## src/rtl/writeback_queue_if.sv

```systemverilog
// Producer/register-file bundle for the writeback queue: result handshake,
// register-file write port, and read-select snooping with forwarding.
interface writeback_queue_if #(
  parameter int N     = 64,
  parameter int DEPTH = 4
);
  localparam int CW = $clog2(DEPTH) + 1;

  logic          in_valid;
  logic          in_ready;
  logic [4:0]    in_da;
  logic [N-1:0]  in_d;
  logic          hold;
  logic [N-1:0]  D;
  logic [4:0]    DA;
  logic          write;
  logic [4:0]    SA;
  logic [4:0]    SB;
  logic          fwdA_hit;
  logic          fwdB_hit;
  logic [N-1:0]  fwdA;
  logic [N-1:0]  fwdB;
  logic [CW-1:0] count;

  modport master (
    output in_valid, in_da, in_d, hold, SA, SB,
    input  in_ready, D, DA, write, fwdA_hit, fwdB_hit, fwdA, fwdB, count
  );

  modport slave (
    input  in_valid, in_da, in_d, hold, SA, SB,
    output in_ready, D, DA, write, fwdA_hit, fwdB_hit, fwdA, fwdB, count
  );
endinterface

```

## src/rtl/writeback_queue.sv

```systemverilog
// Circular writeback FIFO in front of the register file; pending entries are
// snooped by the SA/SB read selects and the youngest match is forwarded.
module wbq_slot_match (
  input  logic       occ,
  input  logic [4:0] da,
  input  logic [4:0] sa,
  input  logic [4:0] sb,
  output logic       hit_a,
  output logic       hit_b
);
  assign hit_a = occ && (da == sa) && (sa != 5'd31);
  assign hit_b = occ && (da == sb) && (sb != 5'd31);
endmodule

module writeback_queue #(
  parameter int N     = 64,
  parameter int DEPTH = 4
) (
  input logic              clock,
  input logic              reset,
  writeback_queue_if.slave wb
);
  localparam int AW = $clog2(DEPTH);
  localparam int CW = AW + 1;
  localparam logic [4:0] XZR = 5'd31;

  logic [AW-1:0]             head, tail;
  logic [CW-1:0]             cnt;
  logic [DEPTH-1:0][4:0]     da_q;
  logic [DEPTH-1:0][N-1:0]   d_q;
  logic [DEPTH-1:0]          occ, hit_a, hit_b;
  logic                      push, pop;

  assign wb.in_ready = (cnt < CW'(DEPTH));
  assign wb.write    = (cnt != '0) && !wb.hold;
  assign wb.count    = cnt;
  assign wb.D        = (cnt != '0) ? d_q[head]  : '0;
  assign wb.DA       = (cnt != '0) ? da_q[head] : XZR;

  // XZR results finish the handshake but never occupy a slot
  assign push = wb.in_valid && wb.in_ready && (wb.in_da != XZR);
  assign pop  = wb.write;

  always_ff @(posedge clock or negedge reset) begin
    if (!reset) begin
      head <= '0;
      tail <= '0;
      cnt  <= '0;
    end else begin
      if (push) tail <= tail + 1'b1;
      if (pop)  head <= head + 1'b1;
      cnt <= cnt + CW'(push) - CW'(pop);
    end
  end

  always_ff @(posedge clock) begin
    if (push) begin
      da_q[tail] <= wb.in_da;
      d_q[tail]  <= wb.in_d;
    end
  end

  // slot i is live when its distance from head is below the occupancy
  always_comb begin
    logic [AW-1:0] age;
    age = '0;
    occ = '0;
    for (int i = 0; i < DEPTH; i++) begin
      age    = AW'(i) - head;
      occ[i] = ({1'b0, age} < cnt);
    end
  end

  for (genvar g = 0; g < DEPTH; g++) begin : g_slot
    wbq_slot_match u_match (
      .occ   (occ[g]),
      .da    (da_q[g]),
      .sa    (wb.SA),
      .sb    (wb.SB),
      .hit_a (hit_a[g]),
      .hit_b (hit_b[g])
    );
  end

  // walk oldest to youngest so the last match seen wins
  always_comb begin
    logic [AW-1:0] idx;
    idx     = '0;
    wb.fwdA = '0;
    wb.fwdB = '0;
    for (int k = 0; k < DEPTH; k++) begin
      idx = head + AW'(k);
      if (hit_a[idx]) wb.fwdA = d_q[idx];
      if (hit_b[idx]) wb.fwdB = d_q[idx];
    end
  end

  assign wb.fwdA_hit = |hit_a;
  assign wb.fwdB_hit = |hit_b;
endmodule

```

## src/flat_wrapper.sv

```systemverilog
// flat-port wrapper written by rule: the top's interface ports become plain ports
module writeback_queue_flat 
#(
  parameter int N     = 64,
  parameter int DEPTH = 4
)
  (clock, reset, wb_in_valid, wb_in_da, wb_in_d, wb_hold, wb_SA, wb_SB, wb_in_ready, wb_D, wb_DA, wb_write, wb_fwdA_hit, wb_fwdB_hit, wb_fwdA, wb_fwdB, wb_count);
  writeback_queue_if #(.N(N), .DEPTH(DEPTH)) wb_i ();
  input logic clock;
  input logic reset;
  input wire logic [$bits(wb_i.in_valid)-1:0] wb_in_valid;
  input wire logic [$bits(wb_i.in_da)-1:0] wb_in_da;
  input wire logic [$bits(wb_i.in_d)-1:0] wb_in_d;
  input wire logic [$bits(wb_i.hold)-1:0] wb_hold;
  input wire logic [$bits(wb_i.SA)-1:0] wb_SA;
  input wire logic [$bits(wb_i.SB)-1:0] wb_SB;
  output wire logic [$bits(wb_i.in_ready)-1:0] wb_in_ready;
  output wire logic [$bits(wb_i.D)-1:0] wb_D;
  output wire logic [$bits(wb_i.DA)-1:0] wb_DA;
  output wire logic [$bits(wb_i.write)-1:0] wb_write;
  output wire logic [$bits(wb_i.fwdA_hit)-1:0] wb_fwdA_hit;
  output wire logic [$bits(wb_i.fwdB_hit)-1:0] wb_fwdB_hit;
  output wire logic [$bits(wb_i.fwdA)-1:0] wb_fwdA;
  output wire logic [$bits(wb_i.fwdB)-1:0] wb_fwdB;
  output wire logic [$bits(wb_i.count)-1:0] wb_count;
  assign wb_i.in_valid = wb_in_valid;
  assign wb_i.in_da = wb_in_da;
  assign wb_i.in_d = wb_in_d;
  assign wb_i.hold = wb_hold;
  assign wb_i.SA = wb_SA;
  assign wb_i.SB = wb_SB;
  assign wb_in_ready = wb_i.in_ready;
  assign wb_D = wb_i.D;
  assign wb_DA = wb_i.DA;
  assign wb_write = wb_i.write;
  assign wb_fwdA_hit = wb_i.fwdA_hit;
  assign wb_fwdB_hit = wb_i.fwdB_hit;
  assign wb_fwdA = wb_i.fwdA;
  assign wb_fwdB = wb_i.fwdB;
  assign wb_count = wb_i.count;
  writeback_queue #(.N(N), .DEPTH(DEPTH)) u_core (.clock(clock), .reset(reset), .wb(wb_i));
endmodule
```

## config.mk

```make
export PLATFORM = sky130hd
export DESIGN_NAME = writeback_queue_flat
export DESIGN_NICKNAME = d
export VERILOG_FILES = /design/src/rtl/writeback_queue_if.sv /design/src/rtl/writeback_queue.sv /design/src/flat_wrapper.sv
export SDC_FILE = /design/constraint.sdc
export NUM_CORES = 1
export LEC_CHECK = 0
export CAP_MARGIN = 25
export CORE_UTILIZATION = 55
export CTS_BUF_LIST = sky130_fd_sc_hd__clkbuf_8
export CTS_CLUSTER_DIAMETER = 60
export DETAILED_ROUTE_END_ITERATION = 7
export GPL_ROUTABILITY_DRIVEN = 0
export PLACE_DENSITY = 0.81
export REMOVE_ABC_BUFFERS = 1
export SYNTH_ARGS = -nofsm -noshare
export SYNTH_HDL_FRONTEND = slang
export SYNTH_HIERARCHICAL = 1
export SYNTH_SLANG_ARGS = --single-unit
```

## constraint.sdc

```tcl
create_clock -name clock -period 6 [get_ports clock]
set_input_delay 1.2 -clock clock [delete_from_list [all_inputs] [get_ports clock]]
set_output_delay 1.2 -clock clock [all_outputs]
set_load 0.05 [all_outputs]
```

==> summary.txt <==
Job
  – Max-cap violations: 0

Global routing
  – Vias in the first global route: roughly 16000
  – Pin count of the biggest net entering global routing: between 150 and 200
  – Total gr overflow: 0
  – Total GRT Usage: 0.295
  – Initial antenna violation count: 7
  – First-pass GRT wire length: between 80000 and 90000 microns

Die
  – CORE AREA: approximately 37000 sq um
  – FP Rows: 70
  – I/O pins: ~290
  – Die height: between 150 and 200 microns
  – Die Width: ~190 microns
  – Initial core utilization: 0.558
  – Die area: around 38000 sq um

STA
  – Final Hold Fails: 0
  – Setup TNS: 0 ns
  – Fmax: roughly 170 MHz
  – Slew Limit Fails: 0
  – Min Tclk post-route: approximately 5.7 ns
  – Setup Skew: ~0.019 ns
  – Relative slew slack: 0.106
  – Setup violations, final: 0
  – RSZ-0062 raised after global routing: false
  – Fin Hold WS: around 0.64 ns
  – Final worst path period share: 0.957
  – Actual slew at the worst max-slew pin: ~1.3 ns

Critical path
  – Worst EP required: 4.80 ns
  – Crit. End Element: primary output
  – Critical Path Start Type: input pin
  – Kind of critical path: input pin to primary output
  – Crit path arrival time: between 4 and 5 ns
  – Crit path max fanout: 25

Placement
  – HPWL after detailed placement: approximately 36000 microns
  – Port Buffers: approximately 290

Route
  – Vias post-DR: 16100
  – Routed Antenna Nets: 0
  – Wire length per cell: approximately 24 microns
  – Starting DRC count in detailed routing: approximately 1500
  – Via density: approximately 6.7
  – Wirelength, routed: about 57000 microns
  – Drc violations: 0
  – Drt first pass iters: 6

Synthesis
  – Post-synth ARST share: 0.0247
  – Distinct cell type count of the synthesized netlist: 49
  – Most used DFF post-synth: edfxtp_1
  – Synth warnings: 6
  – #FFs+latches synth: between 200 and 300
  – Post-synthesis cell count: roughly 1700
  – Mapped Area: around 20000 sq um
  – Complex-gate fraction of the synthesized area: 0.178
  – EDFF count, synth: about 280
  – Yosys top cell by area: edfxtp_1
  – Synth Area in Adders: 0.00712
  – Yosys top cell area share: 0.406
  – Simple-Gate Fraction of Synth Area: 0.0569
  – Multiplexer share of the synthesized area: 0.273
  – Largest family of logic cells by synthesized area: multiplexers
  – Seq/Total Area, Yosys: 0.415
  – Post-Synth XOR/XNOR Area: 0.0163
  – Top cells by area, synth: edfxtp_1, mux2i_1, a221oi_2
  – Synth Area per Inst: about 12 sq um

Final layout
  – Register area: ~8500 sq um
  – Footprint of the multi-input gates: around 11000 sq um
  – Nets: ~2000
  – FILL cells: approximately 2500
  – Share of post-route cells with drive strength above 1: 0.231
  – Area Overhead vs Synth: 24.5%

Clocking
  – PostCTS Resize Cnt: 0
  – Skew-Pair Late Insertion Delay: ~0.58 ns
  – Clk slew on worst S/H paths: 0.06 ns
  – # Post-CTS Setup Buffers: 0
  – CTS Buffer Depth: 3
  – Clock sink count: between 200 and 300
  – CTS Hold Buffers Added: 0
  – CTS tree: done
  – Root Buffer: clkbuf_8
  – CTS Buf Count: 49
  – Depth of the CTS H-tree: 2

Power and ir drop
  – Sw frac: 0.488
  – Flop pwr share: 0.197
  – Int Pwr: ~7.0 mW
  – P per Cell Area: 535 nW/um^2
  – Leak: about 9.6 nW
  – Switching power: roughly 6.6 mW
  – Combinational power share: 0.685
  – Max VDD drop: between 0.0004 and 0.0005 V
  – Clk pwr share: 0.118

Min path
  – Min-delay worst type: flip-flop to flip-flop

Outcome
  – Status: completed
## worst paths after layout
path                            slack [ns]                  to  depth (start not counted)               start
worst max-delay path                  0.26         wb_fwdB[40]                         10            wb_SB[1]
worst min register to register        0.64      u_core/tail[1]                          2      u_core/tail[1]
min in group asynchronous             0.90  u_core/wb.count[2]                          1               reset
max in group asynchronous             4.82      u_core/head[1]                          1               reset
worst max register to register        3.42      u_core/d_q[17]                          4  u_core/wb.count[2]
worst min-delay path                  0.64      u_core/tail[1]                          2      u_core/tail[1]
## synthesized netlist by cell type, drive strengths merged, types with 2 or more instances
library cell	number
and4b	2
buf	111
nand3	9
nor2b	64
a22oi	4
nor3	11
mux2i	415
o22ai	122
mux4	32
or4	4
edfxtp	276
and2	12
nor4b	2
a221oi	122
o21ai	189
nand2b	2
nand2	78
mux2	61
inv	10
clkbuf	52
ha	10
nand4	8
dfrtp	7
xnor2	35
xor2	3
nor4bb	4
a21oi	14
or2	5
nor2	11
a21o	2
## power groups by stage
stage | Combinational (mW) | Clock [mW] | Sequential, mW
6_report | 9.32 | 1.60 | 2.68
5_1_grt | 9.75 | 1.71 | 2.70
4_1_cts | 9.24 | 1.63 | 2.67
3_5_place_dp | 9.19 | 0 | 2.71
3_3_place_gp | 9.01 | 0 | 2.69
2_1_floorplan | 5.60 | 0 | 3.18
## worst max-delay path, cell delays in order
cell             delay, ns
clkdlybuf4s50_1       0.60
xnor2_1               0.18
nand3_1               0.17
nor3_2                0.40
nor4bb_1              0.38
or4_4                 0.39
buf_4                 0.53
a221oi_2              0.10
o22ai_1               0.37
buf_12                0.19
## stage by stage
| step | cells | total power [mW] | setup slack (ns) | utilization | area (sq um) |
|---|---|---|---|---|---|
| global route | 2398 | 14.2 | 0.0838 | 0.695 | 25400 |
| global placement | 2305 | 11.7 | 0.376 | 0.670 | 24500 |
| finish | 2400 | 13.6 | 0.258 | 0.695 | 25400 |
| CTS | 2396 | 13.5 | 0.314 | 0.695 | 25400 |
| detailed placement | 2306 | 11.9 | 0.317 | 0.670 | 24500 |
| floorplan | 1521 | 8.77 | -9.84 | - | 19300 |
## cell usage in the layout, fill, tap and decap left out, types with 25 or more instances in the layout
cell type | netlist | final
mux4_2 | 31 | 27
o22ai_1 | 122 | 122
inv_1 | 9 | 25
nor2b_1 | 64 | 64
mux2_2 | 61 | 59
a221oi_2 | 114 | 114
edfxtp_1 | 276 | 276
o21ai_0 | 188 | 188
mux2i_1 | 415 | 415
clkdlybuf4s50_1 | 0 | 162
buf_12 | 0 | 136
xnor2_1 | 35 | 35
clkbuf_8 | 0 | 51
nand2_1 | 78 | 78
## sequential cells by signal (all words and copies together) (netlist names)
| name | flops |
|---|---|
| u_core/d_q | 256 |
| u_core/da_q | 20 |
| u_core/head | 2 |
| u_core/tail | 2 |
| u_core/wb.count | 3 |
## layout make-up
class                           count  area share
Sequential cell                   283       0.334
Timing Repair Buffer              317       0.178
Antenna cell                        4    0.000394
Clock buffer                       51      0.0277
Tap cell                          468      0.0231
Multi-Input combinational cell   1227       0.429
Inverter                           11     0.00163
Clock inverter                     39     0.00730
## kinds of logic after synthesis
| family | count (synthesis) |
|---|---|
| AOI/OAI and AO/OA | 457 |
| xor gates and xnor gates | 38 |
| adders and majority gates | 11 |
| buffers and inverters | 174 |
| DFF | 283 |
| muxes | 508 |
| and+or+nand+nor | 213 |
## per-layer routing
metal  global-route usage  wire (microns)  share of wire
met4                0.125            1920          0.034
met3               0.0533            5420          0.095
met5                    0              61         0.0011
met2                0.498           27700           0.49
met1                0.372           22000           0.38
Power figures use the tool's default switching activity.
